`config.mk`:
```
export PLATFORM = sky130hd
export DESIGN_NAME = vga_scanout_flat
export DESIGN_NICKNAME = d
export VERILOG_FILES = /design/src/rtl/vga_pkg.sv /design/src/rtl/vga_scanout_if.sv /design/src/rtl/vga_timing.sv /design/src/rtl/vga_scanout.sv /design/src/flat_wrapper.sv
export SDC_FILE = /design/constraint.sdc
export NUM_CORES = 1
export LEC_CHECK = 0
export BUFFER_PORTS_ARGS = -buffer_cell sky130_fd_sc_hd__buf_2
export CAP_MARGIN = 20
export CORE_UTILIZATION = 45
export CTS_CLUSTER_SIZE = 40
export DETAILED_ROUTE_END_ITERATION = 7
export GPL_ROUTABILITY_DRIVEN = 0
export SLEW_MARGIN = 0
export SYNTH_ARGS = -nofsm -noshare
export SYNTH_HDL_FRONTEND = slang
export SYNTH_SLANG_ARGS = --single-unit
```
`constraint.sdc`:
```
create_clock -name CLK -period 4.17 [get_ports CLK]
set_input_delay 0.834 -clock CLK [delete_from_list [all_inputs] [get_ports CLK]]
set_output_delay 0.834 -clock CLK [all_outputs]
set_load 0.01 [all_outputs]
```
`src/rtl/vga_pkg.sv`:
```
// Shared timing defaults and pipeline bundles for the VGA scanout path.
package vga_pkg;

  localparam int H_ACTIVE_D  = 640;
  localparam int H_FP_D      = 16;
  localparam int H_SYNC_D    = 96;
  localparam int H_BP_D      = 48;
  localparam int V_ACTIVE_D  = 480;
  localparam int V_FP_D      = 10;
  localparam int V_SYNC_D    = 2;
  localparam int V_BP_D      = 33;
  localparam bit SYNC_POL_D  = 1'b0;
  localparam int BASE_ADDR_D = 0;

  localparam int H_TOTAL_D =
    H_ACTIVE_D + H_FP_D + H_SYNC_D + H_BP_D;
  localparam int V_TOTAL_D =
    V_ACTIVE_D + V_FP_D + V_SYNC_D + V_BP_D;
  localparam int WPL_D = H_ACTIVE_D / 32;

  localparam int CW = 12;
  localparam int AW = 14;

  typedef struct packed {
    logic [CW-1:0] h;
    logic [CW-1:0] v;
    logic          active;
    logic          hs;
    logic          vs;
  } pos_t;

  typedef struct packed {
    logic act;
    logic hs;
    logic vs;
    logic vb;
    logic fs;
    logic load;
  } s1_t;

  typedef struct packed {
    logic hs;
    logic vs;
    logic de;
    logic pix;
    logic vb;
    logic fs;
  } out_t;

endpackage

```
`src/rtl/vga_scanout_if.sv`:
```
// VRAM read port between the scanout engine and the frame store.
interface vga_scanout_if;
  import vga_pkg::*;

  logic [AW-1:0] ADDR;
  logic          N_OE;
  logic [31:0]   RD_DATA;

  modport master (
    output ADDR,
    output N_OE,
    input  RD_DATA
  );

  modport slave (
    input  ADDR,
    input  N_OE,
    output RD_DATA
  );
endinterface

```
`src/rtl/vga_timing.sv`:
```
// Raster position counters and the stage-0 active/sync flags.
module vga_timing import vga_pkg::*; #(
  parameter int H_ACTIVE = H_ACTIVE_D,
  parameter int H_FP     = H_FP_D,
  parameter int H_SYNC   = H_SYNC_D,
  parameter int H_BP     = H_BP_D,
  parameter int V_ACTIVE = V_ACTIVE_D,
  parameter int V_FP     = V_FP_D,
  parameter int V_SYNC   = V_SYNC_D,
  parameter int V_BP     = V_BP_D
) (
  input  logic CLK,
  input  logic N_RST,
  output pos_t pos
);

  localparam int H_TOTAL = H_ACTIVE + H_FP + H_SYNC + H_BP;
  localparam int V_TOTAL = V_ACTIVE + V_FP + V_SYNC + V_BP;

  localparam logic [CW-1:0] H_LAST = CW'(H_TOTAL - 1);
  localparam logic [CW-1:0] V_LAST = CW'(V_TOTAL - 1);
  localparam logic [CW-1:0] H_ACT  = CW'(H_ACTIVE);
  localparam logic [CW-1:0] V_ACT  = CW'(V_ACTIVE);
  localparam logic [CW-1:0] HS_ON  = CW'(H_ACTIVE + H_FP);
  localparam logic [CW-1:0] HS_OFF = CW'(H_ACTIVE + H_FP + H_SYNC);
  localparam logic [CW-1:0] VS_ON  = CW'(V_ACTIVE + V_FP);
  localparam logic [CW-1:0] VS_OFF = CW'(V_ACTIVE + V_FP + V_SYNC);

  logic [CW-1:0] h_d, h_q;
  logic [CW-1:0] v_d, v_q;

  always_comb begin
    h_d = h_q + 1'b1;
    v_d = v_q;
    if (h_q == H_LAST) begin
      h_d = '0;
      v_d = (v_q == V_LAST) ? '0 : v_q + 1'b1;
    end
  end

  always_ff @(posedge CLK) begin
    if (N_RST) begin
      h_q <= '0;
      v_q <= '0;
    end else begin
      h_q <= h_d;
      v_q <= v_d;
    end
  end

  always_comb begin
    pos        = '0;
    pos.h      = h_q;
    pos.v      = v_q;
    pos.active = (h_q < H_ACT) && (v_q < V_ACT);
    pos.hs     = (h_q >= HS_ON) && (h_q < HS_OFF);
    pos.vs     = (v_q >= VS_ON) && (v_q < VS_OFF);
  end

endmodule

```
`src/rtl/vga_scanout.sv`:
```
// VGA scanout: raster timing, VRAM word fetch and 1 bpp serialiser.
// Video outputs lag the stage-0 counters by exactly two pixel clocks.
module vga_scanout import vga_pkg::*; #(
  parameter int H_ACTIVE  = H_ACTIVE_D,
  parameter int H_FP      = H_FP_D,
  parameter int H_SYNC    = H_SYNC_D,
  parameter int H_BP      = H_BP_D,
  parameter int V_ACTIVE  = V_ACTIVE_D,
  parameter int V_FP      = V_FP_D,
  parameter int V_SYNC    = V_SYNC_D,
  parameter int V_BP      = V_BP_D,
  parameter bit SYNC_POL  = SYNC_POL_D,
  parameter int BASE_ADDR = BASE_ADDR_D
) (
  input  logic          CLK,
  input  logic          N_RST,
  vga_scanout_if.master vram,
  output logic          HSYNC,
  output logic          VSYNC,
  output logic          DE,
  output logic          PIXEL,
  output logic          VBLANK,
  output logic          FRAME_START
);

  localparam int H_TOTAL = H_ACTIVE + H_FP + H_SYNC + H_BP;
  localparam int V_TOTAL = V_ACTIVE + V_FP + V_SYNC + V_BP;

  localparam logic [CW-1:0] H_LAST = CW'(H_TOTAL - 1);
  localparam logic [CW-1:0] V_LAST = CW'(V_TOTAL - 1);
  localparam logic [CW-1:0] V_ACT  = CW'(V_ACTIVE);
  localparam logic [AW-1:0] BASE   = AW'(BASE_ADDR);
  localparam logic [AW-1:0] WPL    = AW'(H_ACTIVE / 32);

  localparam out_t OUT_RST = '{
    hs: !SYNC_POL, vs: !SYNC_POL, default: 1'b0
  };

  pos_t          pos;
  logic          fetch0;
  logic          line_end;
  logic          frame_end;
  logic [AW-1:0] row_d, row_q;
  logic [AW-1:0] addr_d, addr_q;
  s1_t           s1_d, s1_q;
  logic [31:0]   src;
  logic [31:0]   shift_d, shift_q;
  out_t          s2_d, s2_q;

  vga_timing #(
    .H_ACTIVE (H_ACTIVE),
    .H_FP     (H_FP),
    .H_SYNC   (H_SYNC),
    .H_BP     (H_BP),
    .V_ACTIVE (V_ACTIVE),
    .V_FP     (V_FP),
    .V_SYNC   (V_SYNC),
    .V_BP     (V_BP)
  ) u_timing (
    .CLK   (CLK),
    .N_RST (N_RST),
    .pos   (pos)
  );

  // Reset masks the strobe at once so the frame store is never read
  // while the raster is parked at (0,0).
  always_comb begin
    fetch0 = pos.active && (pos.h[4:0] == 5'd0) && !N_RST;
    line_end  = (pos.h == H_LAST) && (pos.v < V_ACT);
    frame_end = (pos.h == H_LAST) && (pos.v == V_LAST);
    unique case (1'b1)
      frame_end: row_d = BASE;
      line_end:  row_d = row_q + WPL;
      default:   row_d = row_q;
    endcase
    addr_d = fetch0 ? row_q + AW'(pos.h >> 5) : addr_q;
  end

  assign vram.ADDR = addr_d;
  assign vram.N_OE = !fetch0;

  // The word lands during stage 1, so pixel 0 bypasses the register.
  always_comb begin
    s1_d.act  = pos.active;
    s1_d.hs   = pos.hs;
    s1_d.vs   = pos.vs;
    s1_d.vb   = pos.v >= V_ACT;
    s1_d.fs   = (pos.h == '0) && (pos.v == '0);
    s1_d.load = fetch0;
    src       = s1_q.load ? vram.RD_DATA : shift_q;
    shift_d   = src >> 1;
    s2_d.hs   = s1_q.hs ? SYNC_POL : !SYNC_POL;
    s2_d.vs   = s1_q.vs ? SYNC_POL : !SYNC_POL;
    s2_d.de   = s1_q.act;
    s2_d.pix  = s1_q.act && src[0];
    s2_d.vb   = s1_q.vb;
    s2_d.fs   = s1_q.fs;
  end

  always_ff @(posedge CLK) begin
    if (N_RST) begin
      row_q   <= BASE;
      addr_q  <= '0;
      s1_q    <= '0;
      shift_q <= '0;
      s2_q    <= OUT_RST;
    end else begin
      row_q   <= row_d;
      addr_q  <= addr_d;
      s1_q    <= s1_d;
      shift_q <= shift_d;
      s2_q    <= s2_d;
    end
  end

  assign HSYNC       = s2_q.hs;
  assign VSYNC       = s2_q.vs;
  assign DE          = s2_q.de;
  assign PIXEL       = s2_q.pix;
  assign VBLANK      = s2_q.vb;
  assign FRAME_START = s2_q.fs;

  a_fetch_slot: assert property (
    @(posedge CLK) !vram.N_OE |->
      (pos.active && pos.h[4:0] == 5'd0)
  );

endmodule

```
`src/flat_wrapper.sv`:
```
// flat-port wrapper written by rule: the top's interface ports become plain ports
module vga_scanout_flat import vga_pkg::*;
#(
  parameter int H_ACTIVE  = H_ACTIVE_D,
  parameter int H_FP      = H_FP_D,
  parameter int H_SYNC    = H_SYNC_D,
  parameter int H_BP      = H_BP_D,
  parameter int V_ACTIVE  = V_ACTIVE_D,
  parameter int V_FP      = V_FP_D,
  parameter int V_SYNC    = V_SYNC_D,
  parameter int V_BP      = V_BP_D,
  parameter bit SYNC_POL  = SYNC_POL_D,
  parameter int BASE_ADDR = BASE_ADDR_D
)
  (CLK, N_RST, HSYNC, VSYNC, DE, PIXEL, VBLANK, FRAME_START, vram_ADDR, vram_N_OE, vram_RD_DATA);
  vga_scanout_if vram_i ();
  input  logic CLK;
  input  logic N_RST;
  output logic HSYNC;
  output logic VSYNC;
  output logic DE;
  output logic PIXEL;
  output logic VBLANK;
  output logic FRAME_START;
  output wire logic [$bits(vram_i.ADDR)-1:0] vram_ADDR;
  output wire logic [$bits(vram_i.N_OE)-1:0] vram_N_OE;
  input wire logic [$bits(vram_i.RD_DATA)-1:0] vram_RD_DATA;
  assign vram_ADDR = vram_i.ADDR;
  assign vram_N_OE = vram_i.N_OE;
  assign vram_i.RD_DATA = vram_RD_DATA;
  vga_scanout #(.H_ACTIVE(H_ACTIVE), .H_FP(H_FP), .H_SYNC(H_SYNC), .H_BP(H_BP), .V_ACTIVE(V_ACTIVE), .V_FP(V_FP), .V_SYNC(V_SYNC), .V_BP(V_BP), .SYNC_POL(SYNC_POL), .BASE_ADDR(BASE_ADDR)) u_core (.CLK(CLK), .N_RST(N_RST), .vram(vram_i), .HSYNC(HSYNC), .VSYNC(VSYNC), .DE(DE), .PIXEL(PIXEL), .VBLANK(VBLANK), .FRAME_START(FRAME_START));
endmodule
```
==> impl_results.md <==
- Status: complete, no violations
- Pre-antenna DRT Iters: 4
- Crit path capture type: primary output
- Average cell area after synthesis: 9.034 um2
- Die width: 96.52 um
- Critical path, cell by cell: inv_1 -> ha_1 -> or4b_2 -> nand3b_1 -> nor2_1 -> nor2_1 -> a21oi_1 -> buf_2
- Post-synth EDFFs: 0
- Max-cap viol count: 0
- Design Power: 0.001654 W
- Post-DRT Antenna Nets: 0
- Slew Limit Headroom: 0.3635
- Bufs on Longest Clock Path: 2
- Top_reg_cell synth: dfxtp_1
- Post-Route WL: 8114 um
- Via density: 5.216
- Dpl cells: 585
- Final max-slew violation count: 0
- Residual DRC: 0
- Delay-heaviest family, CP: simple AND/OR/NAND/NOR gates
- Most common cell on crit path: nor2_1
- Worst Path Required: 3.34 ns
- Post-CTS setup buffers: 0
- Clock latency on the worst-skew pair: 0.36 ns
- Starting Density: 0.4632
- Post-cts gate resize count: 0
- Initial antenna violation count: 0
- Post-CTS Hold Fix Bufs: 0
- Port bufs: 54
- Total gr overflow: 0
- DRT iter0 DRCs: 116
- CP max-delay cell: or4b_2
- # setup viols final: 0
- CP Launch Type: register
- Share of layout cells above drive strength 1: 0.1805
- Inserted Clock Buffers: 9
- Avg WL per Cell: 13.50 um
- Syn Nets: 490
- Crit path DAT: 2.68 ns
- Slew @ Worst Pin: 0.9548 ns
- I/O Pins: 55
- First-pass GRT wire length: 13060 um
- Full die area: 9315 um2
- Sequential share of the synthesized area: 0.4631
- RSZ-0062 raised after global routing: false
- Vias after detailed routing: 3135
- Peak supply drop: 0.1921 mV
- CP max FO: 7
- Post-Place Cell Area: 4365 um2
- Cell Area, Synth: 4020 um2
- Final std cells w/o fill: 601
- Floorplan core area: 8678 um2
- Synth unique cells: 42
- Pin count of the biggest net entering global routing: 67
- Ys Warns: 0
- Period Utilization, post-route: 0.8423
- Root buf cell: clkbuf_8
- Setup_tns: 0 ns
- Cells after Synth: 445
- Final hold vios: 0
- Min cycle time layout: 3.512 ns
- Fmax: 0.2847 GHz
- Vias in the first global route: 2764
- Hold_ws: 0.3802 ns
- TritonCTS clock tree: built
- H-tree depth: 3
- Max incr delay on CP: 0.65 ns
- Type of the worst min-delay path: reg2reg
- Ant. Diodes: 0
- Leakage power: 1.813 nW
- Nets: 533
- CTS sink count: 93
- Area delta synth->final: 13.32%
- Core Rows: 34
- Worst Path Buf+Inv: 2
- Post-synthesis register bit count: 93
- HPWL Detailed: 5626 um
- Worst clock skew: 0.01691 ns
- Setup CP Type: reg2out
- Die Ht: 96.52 um
- Cell area after layout: 4556 um2
- Power Density: 363.0 nW/um2
- All-Layer GR Usage: 0.1814
- Clock-pin slew on the worst setup and hold paths: 0.10 ns
- Fraction of registers with async set/reset: 0
==> flip-flops by register name (all words and copies together) (netlist names) <==
register and flops:
u_core.FRAME_START 1, u_core.u_timing.h_q 12, u_core.VSYNC 1, u_core.row_q 12, u_core.PIXEL 1, u_core.VBLANK 1, u_core.addr_q 14, u_core.s1_q 6
u_core.shift_q 31, u_core.u_timing.v_q 12, u_core.HSYNC 1, u_core.DE 1
==> area by class of cell <==
type / count / area (um2)
Fill cell: 861 / 4123
Multi-Input combinational cell: 316 / 2033
Sequential cell: 93 / 1863
Timing Repair Buffer: 57 / 292.8
Clock buffer: 10 / 137.6
Tap cell: 108 / 135.1
Clock inverter: 6 / 52.55
Inverter: 11 / 41.29
==> worst register-to-register path, stage by stage (launching register included) <==
cell,delay (ns)
dfxtp_1,0.39
or4_4,0.56
or4_1,0.79
or4_4,0.66
or2_4,0.28
o31ai_2,0.16
==> where the power goes <==
part | internal, W | switching, W | leakage [nW]
clock | 0.000242 | 0.000330 | 0.0914
sequential | 0.000921 | 0.0000249 | 0.756
combinational | 0.0000659 | 0.0000694 | 0.965
==> path summary, 6_finish.rpt <==
| kind | from | end | slack [ns] | cells after the start |
|---|---|---|---|---|
| worst max-delay path | u_core.u_timing.h_q[0] | vram_ADDR[8] | 0.66 | 8 |
| worst min-delay path | u_core.s1_q[4] | u_core.HSYNC | 0.38 | 1 |
| worst min register to register | u_core.s1_q[4] | u_core.HSYNC | 0.38 | 1 |
| worst max register to register | u_core.u_timing.h_q[7] | u_core.row_q[11] | 1.26 | 5 |
==> stage by stage <==
| step | setup WS, ns | util |
|---|---|---|
| 6_report | 0.6577 | 0.5249 |
| 5_1_grt | 0.4600 | 0.5249 |
| 4_1_cts | 0.6852 | 0.5249 |
| 3_5_place_dp | 1.019 | 0.5030 |
| 3_3_place_gp | 1.070 | 0.5030 |
| 2_1_floorplan | 1.264 | - |
==> synthesized netlist by cell type, types with 2 or more instances <==
library cell,instances,share of area
dfxtp_1,93,0.46
nor2_1,71,0.066
mux2i_1,31,0.077
nand2_1,27,0.025
a21oi_1,22,0.027
clkbuf_1,22,0.021
xnor2_1,18,0.039
nand3_1,16,0.020
o21ai_0,13,0.016
nor2b_1,12,0.019
nor3_1,12,0.015
ha_1,11,0.034
inv_1,11,0.010
nand4_1,10,0.016
xor2_1,9,0.020
a211oi_1,8,0.015
and3_1,7,0.011
o211ai_1,6,0.011
nand2b_1,4,0.0062
a21o_1,3,0.0056
and4_1,3,0.0065
mux2_2,3,0.0084
nor4_1,3,0.0047
o31ai_2,3,0.0093
a311oi_1,2,0.0044
buf_1,2,0.0019
nor4b_1,2,0.0044
o2111ai_1,2,0.0044
o41ai_1,2,0.0044
or3_1,2,0.0031
or3b_2,2,0.0044
or4_1,2,0.0037
or4_4,2,0.0056
==> cells in the final DEF (no fill, tap or decap), drive strengths merged, types with 13 or more instances in the layout <==
master | Yosys | routed
nand3 | 16 | 16
nand2 | 27 | 27
xnor2 | 18 | 18
o21ai | 13 | 13
a21oi | 22 | 22
mux2i | 31 | 31
dfxtp | 93 | 93
nor2 | 71 | 71
buf | 3 | 57
inv | 11 | 14
==> logic make-up (layout without fill, tap and decap cells) <==
logic type / Yosys count / after routing / share of synthesized area
flops: 93 / 93 / 0.4631
buf+inv: 36 / 84 / 0.03392
mux: 34 / 34 / 0.08559
simple gates: 181 / 181 / 0.2228
fa+ha+maj: 11 / 11 / 0.03424
xor+xnor: 27 / 27 / 0.05882
compound gates: 63 / 63 / 0.1015
==> per-layer routing <==
| layer | vias up | global-route usage | part of all wire |
|---|---|---|---|
| met2 | 46 | 0.2793 | 0.44 |
| met3 | 9 | 0.03443 | 0.031 |
| met1 | 1453 | 0.2502 | 0.51 |
| met5 | - | 0 | 0 |
| li1 | 1627 | - | - |
| met4 | 0 | 0.06985 | 0.014 |
Note: power is estimated with default switching activity, not from simulation.
